[src/rtl/sprite_capture.sv]
`default_nettype none
// ============================================================================
// Module   : sprite_capture
// Brief    : Deserializes a sprite renderer's serial gfx stream into 8-bit rows
//            for a sprite RAM, with an optional left/right mirror check.
// Revision : 1.0 - initial release
// ============================================================================
module sprite_capture #(
  parameter int HEIGHT = 16,
  parameter int MIRROR = 1,
  parameter int LAG    = 1
) (
  input  logic       clk,
  input  logic       reset_n,
  input  logic       vstart,
  input  logic       hstart,
  input  logic       gfx,
  output logic [3:0] wr_addr,
  output logic [7:0] wr_data,
  output logic       wr_en,
  output logic       mirror_err,
  output logic       frame_done,
  output logic       busy
);

  localparam logic [3:0] c_last_px   = (MIRROR != 0) ? 4'd15 : 4'd7;
  localparam logic [3:0] c_last_row  = 4'(HEIGHT - 1);
  localparam logic [3:0] c_last_skip = (LAG > 0) ? 4'(LAG - 1) : 4'd0;

  localparam logic [2:0] S_IDLE   = 3'd0;
  localparam logic [2:0] S_WAIT_H = 3'd1;
  localparam logic [2:0] S_SKIP   = 3'd2;
  localparam logic [2:0] S_SHIFT  = 3'd3;
  localparam logic [2:0] S_DONE   = 3'd4;

  logic [2:0] r_state;
  logic [2:0] w_state_nxt;
  logic [3:0] r_row;
  logic [3:0] r_cnt;
  logic [7:0] r_shift;

  logic       w_restart;
  logic       w_last_px;
  logic       w_write;
  logic       w_mis;
  logic [2:0] w_mir_idx;

  logic       w_wr_en_nxt;
  logic [3:0] w_addr_nxt;
  logic [7:0] w_data_nxt;
  logic       w_err_nxt;
  logic       w_fd_nxt;
  logic       w_busy_nxt;

  // vstart restarts the frame from any state except DONE; it beats the final-sample write
  assign w_restart = vstart && (r_state != S_DONE);
  assign w_last_px = (r_state == S_SHIFT) && (r_cnt == c_last_px);
  assign w_write   = w_last_px && !vstart;
  assign w_mir_idx = 3'(4'd15 - r_cnt);
  assign w_mis     = (r_state == S_SHIFT) && r_cnt[3] && (gfx != r_shift[w_mir_idx]);

  always_ff @(posedge clk or negedge reset_n) begin
    if (!reset_n) begin
      r_state <= S_IDLE;
    end else begin
      r_state <= w_state_nxt;
    end
  end

  always_comb begin
    w_state_nxt = r_state;
    case (r_state)
      S_IDLE: begin
        if (vstart) w_state_nxt = S_WAIT_H;
      end
      S_WAIT_H: begin
        if (vstart)      w_state_nxt = S_WAIT_H;
        else if (hstart) w_state_nxt = (LAG > 0) ? S_SKIP : S_SHIFT;
      end
      S_SKIP: begin
        if (vstart)                    w_state_nxt = S_WAIT_H;
        else if (r_cnt == c_last_skip) w_state_nxt = S_SHIFT;
      end
      S_SHIFT: begin
        if (vstart)         w_state_nxt = S_WAIT_H;
        else if (w_last_px) w_state_nxt = (r_row == c_last_row) ? S_DONE : S_WAIT_H;
      end
      S_DONE:  w_state_nxt = S_IDLE;
      default: w_state_nxt = S_IDLE;
    endcase
  end

  always_comb begin
    w_wr_en_nxt = 1'b0;
    w_addr_nxt  = wr_addr;
    w_data_nxt  = wr_data;
    w_err_nxt   = mirror_err;
    w_fd_nxt    = (r_state == S_DONE);
    w_busy_nxt  = (w_state_nxt != S_IDLE);
    if (w_restart)  w_err_nxt = 1'b0;
    else if (w_mis) w_err_nxt = 1'b1;
    if (w_write) begin
      w_wr_en_nxt = 1'b1;
      w_addr_nxt  = r_row;
      // without mirroring the last sample is still in flight as bit 7
      w_data_nxt  = (MIRROR != 0) ? r_shift : {gfx, r_shift[6:0]};
    end
  end

  always_ff @(posedge clk or negedge reset_n) begin
    if (!reset_n) begin
      r_row      <= 4'd0;
      r_cnt      <= 4'd0;
      r_shift    <= 8'd0;
      wr_en      <= 1'b0;
      wr_addr    <= 4'd0;
      wr_data    <= 8'd0;
      mirror_err <= 1'b0;
      frame_done <= 1'b0;
      busy       <= 1'b0;
    end else begin
      wr_en      <= w_wr_en_nxt;
      wr_addr    <= w_addr_nxt;
      wr_data    <= w_data_nxt;
      mirror_err <= w_err_nxt;
      frame_done <= w_fd_nxt;
      busy       <= w_busy_nxt;
      if (w_restart) begin
        r_row   <= 4'd0;
        r_cnt   <= 4'd0;
        r_shift <= 8'd0;
      end else begin
        case (r_state)
          S_WAIT_H: r_cnt <= 4'd0;
          S_SKIP:   r_cnt <= (r_cnt == c_last_skip) ? 4'd0 : r_cnt + 4'd1;
          S_SHIFT: begin
            if (!r_cnt[3]) r_shift[r_cnt[2:0]] <= gfx;
            if (w_last_px) begin
              r_cnt <= 4'd0;
              if (r_row != c_last_row) r_row <= r_row + 4'd1;
            end else begin
              r_cnt <= r_cnt + 4'd1;
            end
          end
          default: r_cnt <= 4'd0;
        endcase
      end
    end
  end

endmodule
`default_nettype wire

[config.mk]
export PLATFORM = sky130hd
export DESIGN_NAME = sprite_capture
export DESIGN_NICKNAME = d
export VERILOG_FILES = /design/src/rtl/sprite_capture.sv
export SDC_FILE = /design/constraint.sdc
export NUM_CORES = 1
export LEC_CHECK = 0
export ABC_CLOCK_PERIOD_IN_PS = 4500
export BUFFER_PORTS_ARGS = -buffer_cell sky130_fd_sc_hd__buf_2
export CORE_MARGIN = 2
export CORE_UTILIZATION = 30
export CTS_CLUSTER_SIZE = 20
export DETAILED_ROUTE_END_ITERATION = 6
export RECOVER_POWER = 50
export SYNTH_ARGS = -nofsm -noshare
export SYNTH_HDL_FRONTEND = slang
export SYNTH_SLANG_ARGS = --single-unit
[constraint.sdc]
create_clock -name clk -period 4.5 [get_ports clk]
set_clock_uncertainty 0.2 [all_clocks]
set_input_delay 0.45 -clock clk [delete_from_list [all_inputs] [get_ports clk]]
set_output_delay 0.45 -clock clk [all_outputs]
set_load 0.05 [all_outputs]
==> key figures, run 1 <==
STA
  – Post-route setup TNS: 0 ns
  – Crit path time final: 2.69 ns
  – Max frequency: 372 MHz
  – Final setup fails: 0
  – RSZ-0062 raised after global routing: no
  – Max_slew headroom: -0.241
  – Worst setup margin: 1.81 ns
  – Worst-margin pin slew: 1.86 ns
  – Slew Viols, Final: 36
  – Final hold vios: 0
  – Final period utilization: 0.597

Clocking
  – CTS tree: done
  – Largest buffer count on any clock path: 2
  – CTS Buf Count: 5
  – Clk_lat worst skew: 0.29 ns
  – Sink Count: 35
  – Post-CTS Setup Bufs: 0
  – Post-CTS Resized: 0
  – Clock Tree Root: clkbuf_8
  – Reg clk slew, reported paths: 0.08 ns
  – Hold_buf cts: 0
  – H-tree Lvls: 2

Die
  – Die Width: 78.7 um
  – Core Rows: 27
  – # IOs: 21
  – Die area: 0.00619 mm2
  – Initial Util: 0.308
  – Core Region: 0.00544 mm2
  – Die span in y: 78.7 um

Yosys
  – Synth warn: 0
  – Post-Syn Area: 0.00167 mm2
  – Yosys reg bits: 35
  – EDFF count, synth: 0
  – Synth Flop Type: dfrtp_1
  – Asr flop ratio synth: 1.00
  – Sequential share of the synthesized area: 0.523
  – Post-Synthesis Cells: 145
  – Avg Cell Area, Syn: 11.5 um2
  – Net Count, Synth: 153
  – Synth unique cells: 38

Run
  – Max_cap viols: 1

Place
  – Gpl congestion: 0.769
  – Post-place setup slack: 1.83 ns
  – Port buffer count: 20
  – Detail Placement HPWL: 2190 um

Min path
  – Hold Startpoint: vstart
  – WHS Endpoint: r_state[1]$_DFF_PN0_
  – Hold crit path type: in -> reg
  – WHS Path Cells: 2

Route
  – Total number of vias: 1142
  – Via/cell ratio: 4.82
  – Number of nets with antenna violations after routing: 0
  – Routed wire length: 3110 um
  – 1st-iter DRT viols: 42
  – Wire length per cell: 13.1 um
  – Residual DRC: 0
  – Drt first pass iters: 4

Critical path
  – Endpoint class of the critical path: flop
  – Cell at the slowest stage of the critical path: nor2_1
  – CP Launch Type: flop
  – Reg2reg path depth: 4
  – Worst Path Max Fanout: 13
  – Required @ worst endpoint: 4.47 ns
  – Crit-path cells: ha_1 -> nand4_2 -> nor2_1 -> mux2_2
  – Critical path arrival: 2.66 ns
  – Largest stage delay, worst path: 0.89 ns
  – Worst reg2reg setup slack: 1.81 ns
  – RR Endpoint: wr_data[2]$_DFFE_PN0P_
  – Setup CP Type: reg -> reg
  – Worst reg2reg startpoint: r_cnt[0]$_DFF_PN0_

GRT
  – Total grt overflow: 0
  – Vias in the first global route: 1149
  – GRT Overall Usage: 0.117
  – Antenna violations before repair: 0
  – Global-route wire length before repair: 5570 um
  – Largest net degree at the start of global routing: 36

Layout
  – Proportion of layout cells with a drive suffix above 1: 0.236
  – Antenna diode count: 0
  – Final-stage net count: 172
  – Area grow syn2layout: 14.1%
  – Post-layout util: 0.351

Pwr
  – Pwr/cell area: 323 mW/mm2
  – Maximum vdd ir drop: 169 uV
  – Static leakage: 0.881 nW

Run status
  – Failing checks: max-capacitance violations, max-slew violations
  – Status: finished, violations left
-- layout make-up --
| class | count | area (um2) |
|---|---|---|
| clock buffer | 7 | 96.3 |
| clock inverter | 1 | 7.51 |
| fill | 562 | 3530 |
| inverter | 5 | 18.8 |
| multi-input combinational | 97 | 732 |
| sequential | 35 | 876 |
| tap | 72 | 90.1 |
| timing repair buffer | 20 | 90.1 |
-- metrics by stage --
step | area [um2] | total power, mW | hold slack [ns] | cells
after floorplan | 1670 | 0.359 | -0.0456 | 145
final | 1910 | 0.618 | 0.178 | 237
after detailed placement | 1820 | 0.374 | 0.295 | 229
after global routing | 1910 | 0.644 | 0.180 | 237
after CTS | 1920 | 0.628 | 0.0710 | 237
after global placement | 1820 | 0.373 | 0.288 | 229
-- cells in the mapped netlist, drive strengths merged, types with 3 or more instances --
library cell | instances | area, um2
dfrtp | 35 | 876
nand3 | 5 | 25.0
xnor2 | 3 | 26.3
buf | 5 | 36.3
nor2 | 20 | 75.1
a21oi | 3 | 15.0
nor3 | 5 | 25.0
inv | 5 | 18.8
nand2 | 5 | 18.8
o21ai | 3 | 15.0
ha | 3 | 37.5
mux2 | 13 | 146
nand4 | 3 | 25.0
nor4 | 3 | 18.8
clkbuf | 3 | 11.3
mux2i | 10 | 100
-- worst max-delay path, delay by kind of cell (launching register included) --
kind / cells / cell delay (ns)
mux: 1 / 0.42
simple gates: 2 / 1.12
flops: 1 / 0.55
fa+ha+maj: 1 / 0.26
-- cell families (layout without fill, tap and decap cells) --
group / Yosys count / after routing / synth area share
AO/OA/AOI/OAI: 12 / 12 / 0.0486
XOR/XNOR: 4 / 4 / 0.0209
adder cells (fa/ha/maj): 3 / 3 / 0.0224
buffers and inverters: 13 / 33 / 0.0396
flip-flops: 35 / 35 / 0.523
multiplexers: 25 / 25 / 0.174
AND/OR/NAND/NOR: 53 / 53 / 0.171
-- per-layer routing --
| metal | track usage | routed length, um | part of all wire |
|---|---|---|---|
| met1 | 0.144 | 1470 | 0.47 |
| met3 | 0.0352 | 101 | 0.032 |
| met4 | 0.0526 | 59 | 0.019 |
| met5 | 0 | 0 | 0 |
| met2 | 0.190 | 1480 | 0.48 |
-- state kept, by name, indices dropped and copies added, names as in the netlist --
name	count
mirror_err	1
r_shift	8
wr_data	8
r_state	3
wr_addr	4
busy	1
frame_done	1
wr_en	1
r_row	4
r_cnt	4
-- report_power, final --
group	internal [mW]	switching (mW)	total, mW
clock	0.139	0.112	0.251
sequential	0.319	0.00951	0.328
combinational	0.0124	0.0256	0.0380
-- worst max-delay path by stage --
| stage | startpoint | to | slack [ns] |
|---|---|---|---|
| after floorplan | r_cnt[0]$_DFF_PN0_ | busy$_DFF_PN0_ | 2.53 |
| after global placement | r_cnt[0]$_DFF_PN0_ | wr_data[6]$_DFFE_PN0P_ | 1.84 |
| after detailed placement | r_cnt[0]$_DFF_PN0_ | wr_addr[1]$_DFFE_PN0P_ | 1.83 |
| after CTS | r_cnt[0]$_DFF_PN0_ | wr_data[2]$_DFFE_PN0P_ | 1.81 |
| after global routing | r_cnt[0]$_DFF_PN0_ | wr_data[3]$_DFFE_PN0P_ | 1.56 |
| final | r_cnt[0]$_DFF_PN0_ | wr_data[2]$_DFFE_PN0P_ | 1.81 |
-- cell usage in the layout, fill, tap and decap left out, types with 2 or more instances in the layout --
cell | Yosys | layout
a21oi_1 | 3 | 3
and3_1 | 2 | 2
buf_2 | 2 | 12
clkbuf_1 | 3 | 8
clkbuf_8 | 0 | 7
dfrtp_1 | 35 | 35
ha_1 | 3 | 3
inv_1 | 5 | 5
mux2_2 | 13 | 13
mux2i_1 | 10 | 10
mux4_2 | 2 | 2
nand2_1 | 5 | 5
nand3_1 | 5 | 5
nand4_1 | 2 | 2
nor2_1 | 20 | 20
nor3_1 | 5 | 5
nor4_1 | 3 | 3
o21ai_0 | 3 | 3
xnor2_1 | 3 | 3
Note: power is estimated with default switching activity, not from simulation.
==> run 2: changes to the inputs <==
--- a/config.mk
+++ b/config.mk
@@ -5,7 +5,7 @@
 export SDC_FILE = /design/constraint.sdc
 export NUM_CORES = 1
 export LEC_CHECK = 0
-export ABC_CLOCK_PERIOD_IN_PS = 4500
+export ABC_CLOCK_PERIOD_IN_PS = 2200
 export BUFFER_PORTS_ARGS = -buffer_cell sky130_fd_sc_hd__buf_2
 export CORE_MARGIN = 2
 export CORE_UTILIZATION = 30
==> constraint.sdc (replaced) <==
create_clock -name clk -period 2.2 [get_ports clk]
set_clock_uncertainty 0.2 [all_clocks]
set_input_delay 0.22 -clock clk [delete_from_list [all_inputs] [get_ports clk]]
set_output_delay 0.22 -clock clk [all_outputs]
set_load 0.05 [all_outputs]
==> key figures, run 2 (synthesized netlist as in run 1, its figures left out) <==
Critical path
  – Endpoint class of the critical path: flop
  – Critical path arrival: 2.01 ns (-0.65 ns)
  – RR Endpoint: wr_data[5]$_DFFE_PN0P_
  – Largest stage delay, worst path: 0.47 ns (-0.42 ns)
  – Required @ worst endpoint: 2.17 ns (-2.30 ns)
  – Family with the most delay on the worst path: simple AND/OR/NAND/NOR gates
  – Worst reg2reg startpoint: r_cnt[1]$_DFF_PN0_
  – Worst reg2reg setup slack: 0.16 ns (-1.65 ns)
  – Stages on worst setup path: 5 (+1)
  – Crit-path cells: ha_1 -> nand4_2 -> nor2_1 -> buf_4 -> mux2_2
  – Worst Path Max Fanout: 7 (-6)
  – Cell at the slowest stage of the critical path: dfrtp_1
  – Setup CP Type: reg -> reg
  – CP Launch Type: flop
  – Crit path buffers/inverters: 1 (+1)
  – Reg2reg path depth: 5 (+1)
  – Crit path launch: r_cnt[1]$_DFF_PN0_

Route
  – Residual DRC: 0 (unchanged)
  – Via/cell ratio: 4.82 (about the same)
  – Total number of vias: 1176 (+3.0%)
  – Routed wire length: 3180 um (+2.1%)
  – 1st-iter DRT viols: 32 (-24%)
  – Drt first pass iters: 4 (unchanged)
  – Wire length per cell: 13.0 um (-0.84%)
  – Number of nets with antenna violations after routing: 0 (unchanged)

Pwr
  – Static leakage: 0.880 nW (-0.14%)
  – Maximum vdd ir drop: 312 uV (+84%)
  – Tot Pwr: 1.22 mW (+98%)
  – Pwr/cell area: 628 mW/mm2 (+94%)

Die
  – Initial Util: 0.308 (unchanged)
  – Die area: 0.00619 mm2 (unchanged)
  – Die span in y: 78.7 um (unchanged)
  – # IOs: 21 (unchanged)
  – Core Rows: 27 (unchanged)
  – Die Width: 78.7 um (unchanged)
  – Core Region: 0.00544 mm2 (unchanged)

GRT
  – Antenna violations before repair: 0 (unchanged)
  – Global-route wire length before repair: 5560 um (-0.13%)
  – Total grt overflow: 0 (unchanged)
  – Vias in the first global route: 1159 (+0.87%)
  – Largest net degree at the start of global routing: 36 (unchanged)
  – GRT Overall Usage: 0.113 (-0.00410)

Min path
  – Hold Startpoint: gfx
  – Hold crit path type: in -> reg
  – WHS Endpoint: r_shift[3]$_DFFE_PN0P_
  – WHS Path Cells: 3 (+1)

Layout
  – Most common cell after layout, fill and taps aside: dfrtp_1
  – Most frequent cells in the layout: dfrtp_1, nor2_1, clkbuf_1
  – Proportion of layout cells with a drive suffix above 1: 0.209 (-0.0271)
  – Antenna diode count: 0 (unchanged)
  – Largest registers: r_shift: 8 flops, wr_data: 8 flops
  – FILL cells: 550 (-2.1%)
  – Multi-input logic area: 732 um2 (unchanged)
  – Storage element area: 876 um2 (unchanged)
  – Final-stage net count: 180 (+4.7%)
  – Area grow syn2layout: 16.4%

STA
  – WHS: 0.113 ns (-0.0641 ns)
  – Worst-margin pin slew: 0.849 ns (-1.01 ns)
  – RSZ-0062 raised after global routing: no
  – Final period utilization: 0.927 (+0.330)
  – Final setup fails: 0 (unchanged)
  – Worst setup margin: 0.161 ns (-1.65 ns)
  – Crit path time final: 2.04 ns (-0.646 ns)
  – Max frequency: 490 MHz (+32%)
  – Max_slew headroom: 0.434 (+0.675)
  – Post-route setup TNS: 0 ns (unchanged)
  – Final hold vios: 0 (unchanged)
  – Slew Viols, Final: 0 (-100%)

Place
  – Port buffer count: 20 (unchanged)
  – Gpl congestion: 0.875 (+14%)
  – Post-place setup slack: 0.150 ns (-1.68 ns)
  – Detail Placement HPWL: 2240 um (+2.2%)

Clocking
  – CTS tree: done
  – CTS Buf Count: 5 (unchanged)
  – Clk_lat worst skew: 0.28 ns (about the same)
  – Sink Count: 35 (unchanged)
  – H-tree Lvls: 2 (unchanged)
  – Post-CTS Resized: 0 (unchanged)
  – Reg clk slew, reported paths: 0.07 ns (about the same)
  – Clock Tree Root: clkbuf_8
  – Largest buffer count on any clock path: 2 (unchanged)

Run status
  – Status: complete, no violations

Run
  – Max_cap viols: 0 (-1)
run 2: cell types whose count changed in the layout (fill, tap and decap cells not counted):
cell and change:
buf_2 -9, buf_4 +6, clkbuf_1 +8, clkbuf_2 +1, clkbuf_8 -1, clkinv_2 +1
clkinvlp_4 -1, dlygate4sd3_1 +2
run 2: how the worst max path moves through the flow:
stage | endpoint | slack [ns]
after floorplan | busy$_DFF_PN0_ | 0.23
after global placement | wr_data[6]$_DFFE_PN0P_ | 0.16
after detailed placement | wr_data[1]$_DFFE_PN0P_ | 0.15
after CTS | wr_data[5]$_DFFE_PN0P_ | 0.13
after global routing | r_row[1]$_DFFE_PN0P_ | 0.02
final | wr_data[5]$_DFFE_PN0P_ | 0.16
run 2: layer usage:
| layer | up-vias | track usage | wire [um] |
|---|---|---|---|
| met4 | 0 | 0.0526 | 48 |
| li1 | 567 | - | - |
| met5 | - | 0 | 0 |
| met1 | 586 | 0.156 | 1570 |
| met3 | 5 | 0.0227 | 108 |
| met2 | 18 | 0.170 | 1450 |
run 2: report_power, final:
part / switching [mW] / internal, mW
logic: 0.0555 / 0.0303
registers: 0.0183 / 0.652
clock network: 0.221 / 0.246
total: 0.295 / 0.928
run 2: area by class of cell:
class                      instances  share of cell area
sequential                        35               0.449
multi-input combinational         97               0.375
timing repair buffer              28              0.0745
clock inverter                     1             0.00257
inverter                           5             0.00963
clock buffer                       6              0.0424
tap                               72              0.0462
run 2: through the flow:
stage | cells | area [um2] | util
finish | 244 | 1950 | 0.358
global route | 244 | 1950 | 0.358
CTS | 244 | 1970 | 0.362
detailed placement | 235 | 1860 | 0.342
global placement | 235 | 1860 | 0.342
floorplan | 145 | 1670 | -
run 2: repair_timing:
| item | CTS | global route |
|---|---|---|
| buffers inserted | 0 | 0 |
| endpoints found under the setup margin | 0 | 0 |
| endpoints found under the hold margin | 36 | 0 |
| hold buffers | 2 | 0 |
run 2: worst min-delay path, delay by kind of cell:
family,cells,cell delay [ns]
mux,1,0.13
simple gates,1,0.05
buf+inv,1,0.16
